### config.mk
export PLATFORM = sky130hd
export DESIGN_NAME = freq_calc_ctrl
export DESIGN_NICKNAME = d
export VERILOG_FILES = /design/src/rtl/freq_calc_ctrl.sv
export SDC_FILE = /design/constraint.sdc
export NUM_CORES = 1
export LEC_CHECK = 0
export ABC_AREA = 1
export ABC_CLOCK_PERIOD_IN_PS = 3300
export CORE_MARGIN = 2
export CORE_UTILIZATION = 55
export DETAILED_ROUTE_END_ITERATION = 6
export PLACE_DENSITY = 0.82
export SLEW_MARGIN = 20
export SYNTH_ARGS = -nofsm -noshare
export SYNTH_HDL_FRONTEND = slang
export SYNTH_SLANG_ARGS = --single-unit
export TNS_END_PERCENT = 5
### constraint.sdc
create_clock -name sys_clk -period 3.3 [get_ports sys_clk]
set_clock_uncertainty 0.05 [all_clocks]
set_input_delay 0.825 -clock sys_clk [delete_from_list [all_inputs] [get_ports sys_clk]]
set_output_delay 0.825 -clock sys_clk [all_outputs]
set_load 0.1 [all_outputs]
### src/rtl/freq_calc_ctrl.sv
// -----------------------------------------------------------------------------
// freq_calc_ctrl
//   Sequencer for the gated frequency-counter datapath. A calc_flag_reg pulse
//   latches the two gate counts. The block then computes
//       freq = CLK_STAND_FREQ * cnt_clk_test_reg / cnt_clk_stand_reg
//   with a shift-add multiplier (CNT_W cycles) and a restoring divider
//   (PROD_W cycles, one quotient bit per cycle). The result is presented with
//   a one-cycle valid strobe.
//
// Ports
//   sys_clk            in   1       system clock, posedge
//   sys_rst_n          in   1       asynchronous active-low reset
//   calc_flag_reg      in   1       start pulse; counts stable while high
//   cnt_clk_stand_reg  in   CNT_W   standard-clock cycles in the real gate
//   cnt_clk_test_reg   in   CNT_W   test-clock cycles in the real gate
//   freq               out  FREQ_W  last computed frequency (Hz), held
//   freq_valid         out  1       one-cycle strobe, freq updated same edge
//   busy               out  1       computation in progress
//   calc_err           out  1       last result invalid (div by zero / saturated)
//   overrun            out  1       sticky: a start arrived while busy
// -----------------------------------------------------------------------------
module freq_calc_ctrl #(
    parameter logic [27:0] CLK_STAND_FREQ = 28'd60_000_000,
    parameter int          CNT_W          = 28,
    parameter int          FREQ_W         = 34
) (
    input  logic              sys_clk,
    input  logic              sys_rst_n,
    input  logic              calc_flag_reg,
    input  logic [CNT_W-1:0]  cnt_clk_stand_reg,
    input  logic [CNT_W-1:0]  cnt_clk_test_reg,
    output logic [FREQ_W-1:0] freq,
    output logic              freq_valid,
    output logic              busy,
    output logic              calc_err,
    output logic              overrun
);

    localparam int PROD_W = CNT_W + 28;
    localparam int BC_W   = $clog2(PROD_W + 1);

    typedef enum logic [1:0] {
        IDLE = 2'd0,
        MUL  = 2'd1,
        DIV  = 2'd2
    } state_t;

    state_t            state_q;
    logic [PROD_W-1:0] mcand_q;   // shifted CLK_STAND_FREQ
    logic [PROD_W-1:0] acc_q;     // product, then dividend/quotient shift register
    logic [CNT_W-1:0]  mplier_q;  // test count, consumed LSB first
    logic [CNT_W-1:0]  divisor_q; // stand count
    logic [CNT_W-1:0]  rem_q;     // partial remainder (always < divisor)
    logic [BC_W-1:0]   bcnt_q;

    logic [FREQ_W-1:0] freq_q;
    logic              freq_valid_q;
    logic              calc_err_q;
    logic              overrun_q;

    // Restoring divide step. The working remainder is CNT_W+1 bits wide so the
    // shifted-in value can exceed the largest divisor without wrapping.
    logic [CNT_W:0]    rem_sh_d;
    logic [CNT_W:0]    rem_diff_d;
    logic              q_bit_d;
    logic [CNT_W-1:0]  rem_d;

    always_comb begin
        rem_sh_d   = {rem_q, acc_q[PROD_W-1]};
        rem_diff_d = rem_sh_d - {1'b0, divisor_q};
        q_bit_d    = (rem_sh_d >= {1'b0, divisor_q});
        rem_d      = q_bit_d ? CNT_W'(rem_diff_d) : CNT_W'(rem_sh_d);
    end

    // Returns {err, value}: any quotient bit above FREQ_W forces all ones.
    function automatic logic [FREQ_W:0] sat_quot(input logic [PROD_W-1:0] q);
        if (|q[PROD_W-1:FREQ_W])
            return {1'b1, {FREQ_W{1'b1}}};
        else
            return {1'b0, q[FREQ_W-1:0]};
    endfunction

    always_ff @(posedge sys_clk or negedge sys_rst_n) begin
        if (!sys_rst_n) begin
            state_q      <= IDLE;
            mcand_q      <= '0;
            acc_q        <= '0;
            mplier_q     <= '0;
            divisor_q    <= '0;
            rem_q        <= '0;
            bcnt_q       <= '0;
            freq_q       <= '0;
            freq_valid_q <= 1'b0;
            calc_err_q   <= 1'b0;
            overrun_q    <= 1'b0;
        end else begin
            freq_valid_q <= 1'b0;
            case (state_q)
                IDLE: begin
                    if (calc_flag_reg) begin
                        mcand_q   <= {{(PROD_W-28){1'b0}}, CLK_STAND_FREQ};
                        mplier_q  <= cnt_clk_test_reg;
                        divisor_q <= cnt_clk_stand_reg;
                        acc_q     <= '0;
                        rem_q     <= '0;
                        bcnt_q    <= '0;
                        overrun_q <= 1'b0;
                        if (cnt_clk_stand_reg == '0) begin
                            // Division by zero: report immediately, no run.
                            freq_q       <= '0;
                            calc_err_q   <= 1'b1;
                            freq_valid_q <= 1'b1;
                        end else begin
                            state_q <= MUL;
                        end
                    end
                end

                MUL: begin
                    if (calc_flag_reg)
                        overrun_q <= 1'b1;
                    if (mplier_q[0])
                        acc_q <= acc_q + mcand_q;
                    mcand_q  <= mcand_q << 1;
                    mplier_q <= mplier_q >> 1;
                    if (bcnt_q == BC_W'(CNT_W - 1)) begin
                        bcnt_q  <= '0;
                        state_q <= DIV;
                    end else begin
                        bcnt_q <= bcnt_q + 1'b1;
                    end
                end

                DIV: begin
                    if (calc_flag_reg)
                        overrun_q <= 1'b1;
                    if (bcnt_q == BC_W'(PROD_W)) begin
                        // All quotient bits are in acc_q; publish the result.
                        {calc_err_q, freq_q} <= sat_quot(acc_q);
                        freq_valid_q         <= 1'b1;
                        state_q              <= IDLE;
                    end else begin
                        // Dividend MSB moves into the remainder, quotient bit
                        // enters at the LSB of the same register.
                        acc_q  <= {acc_q[PROD_W-2:0], q_bit_d};
                        rem_q  <= rem_d;
                        bcnt_q <= bcnt_q + 1'b1;
                    end
                end

                default: state_q <= IDLE;
            endcase
        end
    end

    assign freq       = freq_q;
    assign freq_valid = freq_valid_q;
    assign busy       = (state_q != IDLE);
    assign calc_err   = calc_err_q;
    assign overrun    = overrun_q;

endmodule

==> impl_metrics.prom, run 1 <==
# TYPE chip_impl_metric gauge
chip_impl_metric{name="numCtsBuffers",unit=""} 26
chip_impl_metric{name="timing.critical_path.arrival",unit="ns"} 1.81
chip_impl_info{name="cp_slowest_cell",value="dfrtp_1"} 1
chip_impl_info{name="startpoint_type",value="flop"} 1
chip_impl_info{name="setup.worst_path.end_class",value="output pin"} 1
chip_impl_metric{name="final.min_clock_period",unit="ns"} 2.69
chip_impl_metric{name="pin_count_of_the_biggest_net_entering_global_routing",unit=""} 83
chip_impl_metric{name="synth_area_per_cell",unit="sq um"} 6.51
chip_impl_metric{name="finalSetupTns",unit="ns"} 0
chip_impl_metric{name="synth_largest_type_area_fraction",unit=""} 0.353
chip_impl_metric{name="fp-row-count",unit=""} 63
chip_impl_metric{name="synth-seq-area-share",unit=""} 0.353
chip_impl_metric{name="drt_wl_total",unit="mm"} 44.9
chip_impl_metric{name="post-cts-setup-buffer-count",unit=""} 0
chip_impl_metric{name="clock.fmax",unit="MHz"} 372
chip_impl_metric{name="clk_transition_reported_paths",unit="ns"} 0.06
chip_impl_metric{name="maxCapViolations",unit=""} 0
chip_impl_metric{name="yosys_warnings",unit=""} 0
chip_impl_metric{name="synthToLayoutAreaGrowth",unit="%"} 12.6
chip_impl_info{name="status",value="finished with violations"} 1
chip_impl_info{name="path_type_of_the_worst_setup_path",value="reg2out"} 1
chip_impl_metric{name="reported_leakage_power",unit="nW"} 9.69
chip_impl_metric{name="critical_path_max_stage_delay",unit="ns"} 0.44
chip_impl_metric{name="synth_area",unit="sq um"} 16500
chip_impl_info{name="worst_hold_path_type",value="in2async"} 1
chip_impl_info{name="violations_in_the_final_reports",value="DRC"} 1
chip_impl_info{name="post-synth-top-area-cell",value="dfrtp_1"} 1
chip_impl_metric{name="num_io_pins",unit=""} 97
chip_impl_metric{name="final_cell_area",unit="sq um"} 18600
chip_impl_metric{name="worst_reg_to_reg_setup_slack",unit="ns"} 0.68
chip_impl_info{name="crit_path_cell_trace",value="inv_1 > ha_1 > inv_1 > buf_4"} 1
chip_impl_metric{name="gr-usage-all-layers",unit=""} 0.291
chip_impl_metric{name="globalplace.congestion",unit=""} 0.982
chip_impl_metric{name="start_util",unit=""} 0.558
chip_impl_metric{name="grt_antenna_before_repair",unit=""} 0
chip_impl_metric{name="synth_cell_type_count",unit=""} 50
chip_impl_info{name="ys_dominant_reg_cell",value="dfrtp_1"} 1
chip_impl_metric{name="global_route.overflow_total",unit=""} 0
chip_impl_metric{name="route.detailed.drc",unit=""} 1
chip_impl_metric{name="port_buffers",unit=""} 96
chip_impl_metric{name="route.antenna.remaining_nets",unit=""} 0
chip_impl_metric{name="timing_hold_violations_final",unit=""} 0
chip_impl_info{name="path_delay_family",value="buffers and inverters"} 1
chip_impl_metric{name="timing.critical_path.fanout_max",unit=""} 5
chip_impl_metric{name="avgRoutedWirePerCell",unit="microns"} 14.9
chip_impl_metric{name="htreeDepth",unit=""} 1
chip_impl_metric{name="dr_total_vias",unit=""} 16000
chip_impl_info{name="cts_tree",value="yes"} 1
chip_impl_metric{name="setup_viol",unit=""} 0
chip_impl_metric{name="post_cts_resized",unit=""} 0
chip_impl_info{name="crit_path_end",value="busy"} 1
chip_impl_info{name="worst_path_most_repeated_cell",value="inv_1"} 1
chip_impl_metric{name="fin_ws",unit="ns"} 0.615
chip_impl_info{name="rsz_0062_raised_after_global_routing",value="no"} 1
chip_impl_metric{name="max_slew.worst_pin.slew",unit="ns"} 1.07
chip_impl_metric{name="vias_per_cell",unit=""} 5.32
chip_impl_metric{name="detailed_place_hpwl",unit="mm"} 34.1
chip_impl_metric{name="count_of_hold_buffers_inserted_by_post_cts_repair",unit=""} 0
chip_impl_metric{name="pre_cts_ws",unit="ns"} 0.329
chip_impl_info{name="timing.rr.start",value="acc_q[8]"} 1
chip_impl_metric{name="report.final.slew_viol_count",unit=""} 0
chip_impl_metric{name="antenna-diode-count",unit=""} 0
chip_impl_metric{name="clock_path_buffers",unit=""} 3
chip_impl_metric{name="cp.buffers_inverters",unit=""} 3
chip_impl_metric{name="place_area",unit="sq um"} 17700
chip_impl_metric{name="fp.coreArea",unit="sq um"} 29600
chip_impl_metric{name="post-layout-total-power",unit="W"} 0.0142
chip_impl_metric{name="die_area",unit="sq um"} 31400
chip_impl_metric{name="synthCells",unit=""} 2540
chip_impl_info{name="layout.cells.most_common_list",value="843 x nand2_1, 440 x inv_1, 233 x dfrtp_1, 201 x o21ai_0, 196 x nor2_1"} 1
chip_impl_metric{name="insertion_delay",unit="ns"} 0.55
chip_impl_info{name="most_common_library_cell_in_the_layout_ignoring_fill_and_taps",value="nand2_1"} 1
chip_impl_metric{name="slew-limit-headroom",unit=""} 0.286
chip_impl_info{name="regToRegEndpoint",value="acc_q[48]"} 1
chip_impl_metric{name="post_route_cells_drive_above_1_share",unit=""} 0.0533
chip_impl_metric{name="worstRegToRegCells",unit=""} 15
chip_impl_metric{name="worst-path-stages",unit=""} 4
chip_impl_metric{name="iteration_0_drc_markers",unit=""} 1295
chip_impl_metric{name="drt_first_pass_iters",unit=""} 7
chip_impl_metric{name="worst_hold_slack",unit="ns"} 0.169
chip_impl_metric{name="finish.net_count",unit=""} 2748
chip_impl_metric{name="die_height",unit="microns"} 177
chip_impl_metric{name="synth_edf_count",unit=""} 0
chip_impl_metric{name="cts_sinks",unit=""} 233
chip_impl_metric{name="vdd.ir_drop.worst",unit="mV"} 0.647
chip_impl_metric{name="synth_net_count",unit=""} 2682
chip_impl_info{name="synth_top_cells_by_area",value="dfrtp_1 35%, nand2_1 19%, inv_1 10%"} 1
chip_impl_info{name="cts_root_buf",value="clkbuf_16"} 1
chip_impl_metric{name="synth-seq-cells",unit=""} 233
chip_impl_info{name="critical_path.startpoint",value="state_q[0]"} 1
chip_impl_metric{name="die_x",unit="microns"} 177
chip_impl_metric{name="pwr_density_cell",unit="nW/um^2"} 765
chip_impl_metric{name="async_reset_ff_frac",unit=""} 1.00
chip_impl_metric{name="critical_path_required",unit="ns"} 2.42
chip_impl_metric{name="wire_length_of_the_first_global_routing_pass",unit="mm"} 75.2
chip_impl_metric{name="vias_in_the_first_global_route",unit=""} 15500
chip_impl_metric{name="post-route-period-util",unit=""} 0.814
cells by family (layout without fill, tap and decap cells):
| logic type | count (synthesis) | in the layout | share of synthesized area |
|---|---|---|---|
| and+or+nand+nor | 1269 | 1269 | 0.313 |
| buffers and inverters | 524 | 609 | 0.125 |
| AOI/OAI and AO/OA | 410 | 410 | 0.134 |
| DFF | 233 | 233 | 0.353 |
| adders and majority gates | 83 | 83 | 0.0637 |
| xor gates and xnor gates | 20 | 20 | 0.0106 |
| muxes | 1 | 1 | 0.000681 |
Yosys cell counts, types with 23 or more instances:
cell	number
a21oi_1	121
a31oi_1	33
buf_2	23
clkbuf_1	39
dfrtp_1	233
ha_1	81
inv_1	440
nand2_1	843
nand3_1	147
nand4_1	28
nor2_1	197
o21ai_0	201
layer usage:
| layer | global-route usage | up-vias | part of all wire |
|---|---|---|---|
| li1 | - | 8089 | - |
| met1 | 0.387 | 7458 | 0.45 |
| met2 | 0.510 | 420 | 0.49 |
| met3 | 0.0270 | 77 | 0.045 |
| met4 | 0.0772 | 0 | 0.024 |
| met5 | 0 | - | 0 |
sequential cells by signal (all words and copies together), names as in the netlist, 2 cells and up:
signal,count
acc_q,56
bcnt_q,6
divisor_q,28
freq,34
mcand_q,48
mplier_q,28
rem_q,28
state_q,2
where the power goes:
group / total [W] / internal (W) / leakage, nW / switching [W]
Combinational: 0.00732 / 0.00219 / 6.20 / 0.00513
Sequential: 0.00395 / 0.00352 / 3.07 / 0.000427
Clock: 0.00295 / 0.00172 / 0.413 / 0.00123
Total: 0.0142 / 0.00744 / 9.69 / 0.00679
per-stage QoR:
step / cells / util
floorplan: 2540 / -
global placement: 2968 / 0.599
detailed placement: 2968 / 0.599
CTS: 3015 / 0.628
global route: 3015 / 0.628
finish: 3015 / 0.628
worst min path at each step:
| stage | end | slack, ns |
|---|---|---|
| 2_1_floorplan | divisor_q[11] | 0.40 |
| 3_3_place_gp | divisor_q[19] | 0.42 |
| 3_5_place_dp | divisor_q[19] | 0.42 |
| 4_1_cts | divisor_q[27] | 0.17 |
| 5_1_grt | divisor_q[27] | 0.20 |
| 6_report | divisor_q[27] | 0.17 |
layout make-up:
class	count	area [sq um]
Sequential cell	233	5830
Timing Repair Buffer	116	1080
Fill cell	2778	11000
Multi-Input combinational cell	1783	8660
Inverter	446	1670
Clock inverter	14	175
Clock buffer	33	687
Tap cell	390	488
Note: power is estimated with default switching activity, not from simulation.
==> run 2, diff against run 1 <==
--- a/config.mk
+++ b/config.mk
@@ -6,11 +6,11 @@
 export NUM_CORES = 1
 export LEC_CHECK = 0
 export ABC_AREA = 1
-export ABC_CLOCK_PERIOD_IN_PS = 3300
+export ABC_CLOCK_PERIOD_IN_PS = 2450
 export CORE_MARGIN = 2
 export CORE_UTILIZATION = 55
 export DETAILED_ROUTE_END_ITERATION = 6
-export PLACE_DENSITY = 0.82
+export PLACE_DENSITY = 0.85
 export SLEW_MARGIN = 20
 export SYNTH_ARGS = -nofsm -noshare
 export SYNTH_HDL_FRONTEND = slang
==> constraint.sdc (replaced) <==
create_clock -name sys_clk -period 2.45 [get_ports sys_clk]
set_clock_uncertainty 0.05 [all_clocks]
set_input_delay 0.6125 -clock sys_clk [delete_from_list [all_inputs] [get_ports sys_clk]]
set_output_delay 0.6125 -clock sys_clk [all_outputs]
set_load 0.1 [all_outputs]
==> impl_metrics.prom, run 2 (synthesis results as in run 1) <==
# TYPE chip_impl_metric gauge
chip_impl_info{name="status",value="finished with violations"} 1
chip_impl_info{name="violations_in_the_final_reports",value="DRC"} 1
chip_impl_metric{name="layoutNonFillerInstCount",unit=""} 3072
chip_impl_metric{name="die_x",unit="microns"} 177
chip_impl_metric{name="iteration_0_drc_markers",unit=""} 1352
chip_impl_metric{name="start_util",unit=""} 0.558
chip_impl_info{name="cts_tree",value="yes"} 1
chip_impl_metric{name="report.final.slew_viol_count",unit=""} 0
chip_impl_metric{name="global_route.overflow_total",unit=""} 0
chip_impl_info{name="path_type_of_the_worst_setup_path",value="reg2out"} 1
chip_impl_metric{name="clock_path_buffers",unit=""} 3
chip_impl_metric{name="avgRoutedWirePerCell",unit="microns"} 15.3
chip_impl_metric{name="cts_sinks",unit=""} 233
chip_impl_metric{name="clk_transition_reported_paths",unit="ns"} 0.06
chip_impl_metric{name="finish.net_count",unit=""} 2806
chip_impl_metric{name="detailed_place_hpwl",unit="mm"} 35.6
chip_impl_metric{name="setup_viol",unit=""} 0
chip_impl_metric{name="numCtsBuffers",unit=""} 26
chip_impl_info{name="worst_hold_path_type",value="reg2reg"} 1
chip_impl_metric{name="vias_per_cell",unit=""} 5.37
chip_impl_info{name="layout.cells.most_common_list",value="836 x nand2_1, 439 x inv_1, 233 x dfrtp_1, 200 x o21ai_0, 178 x nor2_1"} 1
chip_impl_metric{name="insertion_delay",unit="ns"} 0.57
chip_impl_metric{name="maxCapViolations",unit=""} 0
chip_impl_metric{name="synthToLayoutAreaGrowth",unit="%"} 17.6
chip_impl_metric{name="numPlacedInstances",unit=""} 3025
chip_impl_metric{name="largest_reg_flops",unit=""} 56
chip_impl_metric{name="die_area",unit="sq um"} 31400
chip_impl_info{name="setup.worst_path.end_class",value="output pin"} 1
chip_impl_metric{name="num_io_pins",unit=""} 97
chip_impl_info{name="cts_root_buf",value="clkbuf_16"} 1
chip_impl_metric{name="antenna-diode-count",unit=""} 0
chip_impl_metric{name="timing.critical_path.fanout_max",unit=""} 4
chip_impl_metric{name="fp-row-count",unit=""} 63
chip_impl_metric{name="post-cts-setup-buffer-count",unit=""} 0
chip_impl_metric{name="pwr_density_cell",unit="nW/um^2"} 1050
chip_impl_metric{name="timing_hold_violations_final",unit=""} 0
chip_impl_metric{name="max_slew.worst_pin.slew",unit="ns"} 0.615
chip_impl_metric{name="timing.critical_path.arrival",unit="ns"} 1.70
chip_impl_metric{name="finalCoreUtilization",unit=""} 0.656
chip_impl_metric{name="clock.fmax",unit="MHz"} 424
chip_impl_metric{name="fp.coreArea",unit="sq um"} 29600
chip_impl_metric{name="drt_first_pass_iters",unit=""} 7
chip_impl_info{name="startpoint_type",value="flop"} 1
chip_impl_metric{name="critical_path_required",unit="ns"} 1.79
chip_impl_metric{name="vias_in_the_first_global_route",unit=""} 15900
chip_impl_metric{name="gr-usage-all-layers",unit=""} 0.305
chip_impl_info{name="rsz_0062_raised_after_global_routing",value="yes"} 1
chip_impl_metric{name="grt_antenna_before_repair",unit=""} 0
chip_impl_metric{name="globalplace.congestion",unit=""} 1.00
chip_impl_metric{name="reported_leakage_power",unit="nW"} 10.1
chip_impl_metric{name="route.antenna.remaining_nets",unit=""} 0
chip_impl_info{name="largest_register",value="acc_q"} 1
chip_impl_metric{name="slew-limit-headroom",unit=""} 0.590
chip_impl_metric{name="vdd.ir_drop.worst",unit="mV"} 0.672
chip_impl_metric{name="final.min_clock_period",unit="ns"} 2.36
chip_impl_info{name="most_common_library_cell_in_the_layout_ignoring_fill_and_taps",value="nand2_1"} 1
chip_impl_metric{name="drt_wl_total",unit="mm"} 47.1
chip_impl_metric{name="port_buffers",unit=""} 96
chip_impl_metric{name="wire_length_of_the_first_global_routing_pass",unit="mm"} 78.0
chip_impl_metric{name="fillerInstances",unit=""} 2673
chip_impl_metric{name="die_height",unit="microns"} 177
chip_impl_metric{name="route.detailed.drc",unit=""} 1
chip_impl_metric{name="pin_count_of_the_biggest_net_entering_global_routing",unit=""} 71
chip_impl_metric{name="post_route_cells_drive_above_1_share",unit=""} 0.0955
chip_impl_metric{name="post-route-period-util",unit=""} 0.963
chip_impl_metric{name="htreeDepth",unit=""} 1
chip_impl_metric{name="dr_total_vias",unit=""} 16500
==> run 2: per-layer routing <==
metal / up-vias / global-route usage / share of wire / wire length (microns)
met2: 478 / 0.526 / 0.48 / 22500
li1: 8227 / - / - / -
met1: 7703 / 0.407 / 0.45 / 21000
met4: 0 / 0.0854 / 0.027 / 1280
met5: - / 0 / 0 / 0
met3: 81 / 0.0338 / 0.050 / 2350
==> run 2: final timing paths <==
check | start | endpoint | slack (ns) | cells past startpoint
setup / recovery | state_q[0] | busy | 0.09 | 4
hold / removal | divisor_q[16] | divisor_q[16] | 0.44 | 2
setup reg to reg | acc_q[55] | rem_q[26] | 0.13 | 13
hold reg to reg | divisor_q[16] | divisor_q[16] | 0.44 | 2
max in group asynchronous | sys_rst_n | mcand_q[27] | 1.15 | 3
min in group asynchronous | sys_rst_n | divisor_q[26] | 0.53 | 2
==> run 2: per-stage QoR <==
stage | setup TNS (ns) | power (W) | area, sq um | worst slack [ns] | hold slack, ns
6_report | 0 | 0.0204 | 19400 | 0.0903 | 0.438
5_1_grt | -0.0968 | 0.0219 | 19400 | -0.0341 | 0.471
4_1_cts | 0 | 0.0202 | 19200 | 0.0262 | 0.440
3_5_place_dp | -9.03 | 0.0158 | 18300 | -0.304 | 0.423
3_3_place_gp | -6.17 | 0.0155 | 18300 | -0.221 | 0.419
2_1_floorplan | 0 | 0.0127 | 16500 | 0.0650 | 0.267
==> run 2: timing repair <==
item | 4_1_cts | 5_1_grt
hold buffers | 1 | 0
gates resized for setup | 2 | 60
cloned | 0 | 0
setup endpoints to repair | 1 | 56
hold endpoints to repair | 50 | 0
==> run 2: report_power, final <==
group          switching [W]  internal [W]
Combinational        0.00727       0.00352
Sequential          0.000596       0.00475
Clock                0.00167       0.00258
==> run 2: layout make-up <==
class                           instances  area, sq um  share of cell area
Inverter                              446         1680              0.0863
Tap cell                              390          488              0.0251
Multi-Input combinational cell       1783         8900               0.458
Clock inverter                         12          223              0.0115
Sequential cell                       233         5830               0.300
Timing Repair Buffer                  174         1610              0.0828
Clock buffer                           34          711              0.0366
==> run 2: worst max-delay path, stage by stage, from the launching register on <==
cell and delay [ns]:
dfrtp_1 0.44, inv_1 0.12, ha_1 0.22, clkinvlp_4 0.15, buf_12 0.19
==> run 3, diff against run 2 <==
--- a/config.mk
+++ b/config.mk
@@ -11,6 +11,7 @@
 export CORE_UTILIZATION = 55
 export DETAILED_ROUTE_END_ITERATION = 6
 export PLACE_DENSITY = 0.85
+export REMOVE_ABC_BUFFERS = 1
 export SLEW_MARGIN = 20
 export SYNTH_ARGS = -nofsm -noshare
 export SYNTH_HDL_FRONTEND = slang
==> impl_metrics.prom, run 3 (synthesis results as in run 1) <==
# TYPE chip_impl_metric gauge
chip_impl_metric{name="antenna-diode-count",unit=""} 0
chip_impl_metric{name="worst_hold_slack",unit="ns"} 0.438
chip_impl_info{name="path_delay_family",value="simple AND/OR/NAND/NOR gates"} 1
chip_impl_metric{name="iteration_0_drc_markers",unit=""} 1304
chip_impl_metric{name="clock_path_buffers",unit=""} 3
chip_impl_metric{name="start_util",unit=""} 0.558
chip_impl_metric{name="cts_sinks",unit=""} 233
chip_impl_info{name="startpoint_type",value="flop"} 1
chip_impl_metric{name="reported_leakage_power",unit="nW"} 10.1
chip_impl_metric{name="gr-usage-all-layers",unit=""} 0.305
chip_impl_metric{name="fillerInstances",unit=""} 2646
chip_impl_metric{name="detailed_place_hpwl",unit="mm"} 36.0
chip_impl_metric{name="critical_path_required",unit="ns"} 2.83
chip_impl_metric{name="clk_transition_reported_paths",unit="ns"} 0.06
chip_impl_metric{name="timing.critical_path.fanout_max",unit=""} 6
chip_impl_metric{name="route.detailed.drc",unit=""} 0
chip_impl_metric{name="vdd.ir_drop.worst",unit="mV"} 0.794
chip_impl_info{name="timing.rr.start",value="mcand_q[10]"} 1
chip_impl_metric{name="post-route-period-util",unit=""} 0.976
chip_impl_metric{name="global_route.overflow_total",unit=""} 0
chip_impl_metric{name="die_area",unit="sq um"} 31400
chip_impl_info{name="grt-busiest-layer",value="met2"} 1
chip_impl_info{name="crit_path_cell_trace",value="ha_1 > nor2_1 > a21oi_1 > nand3_1 > nand3_1 > nand2_1 > nand3_1 > nand2_1 > nand3_1 > nand2_1 > nand2_1 > nand2_1"} 1
chip_impl_metric{name="synthToLayoutAreaGrowth",unit="%"} 17.8
chip_impl_metric{name="worstRegToRegCells",unit=""} 12
chip_impl_metric{name="final.min_clock_period",unit="ns"} 2.39
chip_impl_info{name="rsz_0062_raised_after_global_routing",value="yes"} 1
chip_impl_metric{name="fp.coreArea",unit="sq um"} 29600
chip_impl_info{name="most_common_library_cell_in_the_layout_ignoring_fill_and_taps",value="nand2_1"} 1
chip_impl_info{name="worst_path_most_repeated_cell",value="nand2_1"} 1
chip_impl_metric{name="vias_in_the_first_global_route",unit=""} 15800
chip_impl_metric{name="finish.net_count",unit=""} 2805
chip_impl_metric{name="max_slew.worst_pin.slew",unit="ns"} 0.604
chip_impl_metric{name="drt_wl_total",unit="mm"} 48.0
chip_impl_metric{name="post-cts-setup-buffer-count",unit=""} 0
chip_impl_metric{name="vias_per_cell",unit=""} 5.40
chip_impl_metric{name="pin_count_of_the_biggest_net_entering_global_routing",unit=""} 102
chip_impl_info{name="worstHoldStart",value="divisor_q[25]"} 1
chip_impl_metric{name="globalRouteMet1Util",unit=""} 0.425
chip_impl_info{name="cts_tree",value="yes"} 1
chip_impl_metric{name="port_buffers",unit=""} 96
chip_impl_metric{name="wire_length_of_the_first_global_routing_pass",unit="mm"} 77.3
chip_impl_metric{name="gr-usage-met2",unit=""} 0.494
chip_impl_info{name="setup.worst_path.end_class",value="flop"} 1
chip_impl_metric{name="final_cell_area",unit="sq um"} 19500
chip_impl_metric{name="multi_input_area",unit="sq um"} 8920
chip_impl_info{name="layout.cells.most_common_list",value="833 x nand2_1, 440 x inv_1, 232 x dfrtp_1, 199 x o21ai_0, 181 x nor2_1"} 1
chip_impl_metric{name="whs_path_depth",unit=""} 2
chip_impl_metric{name="slew-limit-headroom",unit=""} 0.597
chip_impl_metric{name="num_io_pins",unit=""} 97
chip_impl_info{name="worst_hold_path_type",value="reg2reg"} 1
chip_impl_metric{name="grt_antenna_before_repair",unit=""} 0
chip_impl_metric{name="setup_viol",unit=""} 0
chip_impl_info{name="largest_register",value="acc_q"} 1
chip_impl_metric{name="timing.critical_path.arrival",unit="ns"} 2.77
chip_impl_metric{name="die_x",unit="microns"} 177
chip_impl_metric{name="sequential_cell_area",unit="sq um"} 5830
chip_impl_info{name="hold_path_end",value="divisor_q[25]"} 1
chip_impl_metric{name="cp.buffers_inverters",unit=""} 0
chip_impl_metric{name="globalplace.congestion",unit=""} 0.969
chip_impl_metric{name="pwr_density_cell",unit="nW/um^2"} 1030
chip_impl_metric{name="place_area",unit="sq um"} 18300
chip_impl_info{name="path_type_of_the_worst_setup_path",value="reg2reg"} 1
chip_impl_metric{name="maxCapViolations",unit=""} 0
chip_impl_metric{name="critical_path_max_stage_delay",unit="ns"} 0.41
chip_impl_metric{name="largest_reg_flops",unit=""} 56
chip_impl_metric{name="die_height",unit="microns"} 177
chip_impl_info{name="status",value="completed"} 1
chip_impl_metric{name="insertion_delay",unit="ns"} 0.57
chip_impl_metric{name="clock.fmax",unit="MHz"} 418
chip_impl_metric{name="dr_total_vias",unit=""} 16600
chip_impl_metric{name="numCtsBuffers",unit=""} 26
chip_impl_metric{name="drt_first_pass_iters",unit=""} 5
chip_impl_metric{name="report.final.slew_viol_count",unit=""} 0
chip_impl_metric{name="avgRoutedWirePerCell",unit="microns"} 15.6
chip_impl_metric{name="groute.layer.met3.usage",unit=""} 0.0435
chip_impl_info{name="cp_slowest_cell",value="ha_1"} 1
chip_impl_metric{name="timing_hold_violations_final",unit=""} 0
chip_impl_metric{name="post_route_cells_drive_above_1_share",unit=""} 0.0969
chip_impl_metric{name="fp-row-count",unit=""} 63
chip_impl_info{name="cts_root_buf",value="clkbuf_16"} 1
chip_impl_info{name="regToRegEndpoint",value="acc_q[51]"} 1
chip_impl_metric{name="route.antenna.remaining_nets",unit=""} 0
chip_impl_metric{name="htreeDepth",unit=""} 1
chip_impl_metric{name="worst_reg_to_reg_setup_slack",unit="ns"} 0.06
-- run 3: cell type report --
type                    instances  share of cell area
multi-input cells            1783               0.458
flip-flops and latches        233               0.300
repair buffers                173              0.0861
inverters                     446              0.0860
clock buffers                  35              0.0388
well taps                     390              0.0251
clock inverters                12             0.00611
-- run 3: how the worst max path moves through the flow --
stage	start	to	slack (ns)	cells after the start
global route	divisor_q[12]	rem_q[18]	-0.04	13
detailed placement	cnt_clk_stand_reg[26]	freq[29]	-0.24	10
finish	mcand_q[10]	acc_q[51]	0.06	12
floorplan	state_q[1]	mcand_q[8]	-6.10	5
CTS	state_q[1]	busy	0.04	4
global placement	cnt_clk_stand_reg[26]	freq[23]	-0.19	9
-- run 3: timing repair --
action                                  4_1_cts  5_1_grt
endpoints found under the hold margin        44        0
resized for setup                             1       63
endpoints found under the setup margin        1       51
hold buffers                                  1        0
-- run 3: layer usage --
layer  wire (microns)  vias up  share of wire
met5                0        -              0
met4             1170        0          0.024
met3             3050       71          0.063
met2            22000      527           0.46
met1            21800     7769           0.45
li1                 -     8223              -
-- run 3: power by group --
| group | internal [W] | switching, W | total [W] |
|---|---|---|---|
| combinational | 0.00353 | 0.00731 | 0.0108 |
| sequential | 0.00475 | 0.000603 | 0.00535 |
| clock | 0.00227 | 0.00166 | 0.00393 |
-- run 3: metrics by stage --
stage / power, W / setup slack [ns] / cells / util / TNS (ns)
after global routing: 0.0216 / -0.0373 / 3072 / 0.657 / -0.126
after floorplan: 0.0121 / -6.10 / 2462 / - / -626.40
after CTS: 0.0198 / 0.0353 / 3072 / 0.648 / 0
after detailed placement: 0.0158 / -0.244 / 3024 / 0.618 / -6.67
final: 0.0201 / 0.0597 / 3072 / 0.657 / 0
after global placement: 0.0155 / -0.189 / 3024 / 0.618 / -5.86
-- run 3: tightest hold or removal path: stages (launching register included) --
cell,delay [ns]
dfrtp_1,0.34
nand2_1,0.06
o21ai_0,0.06
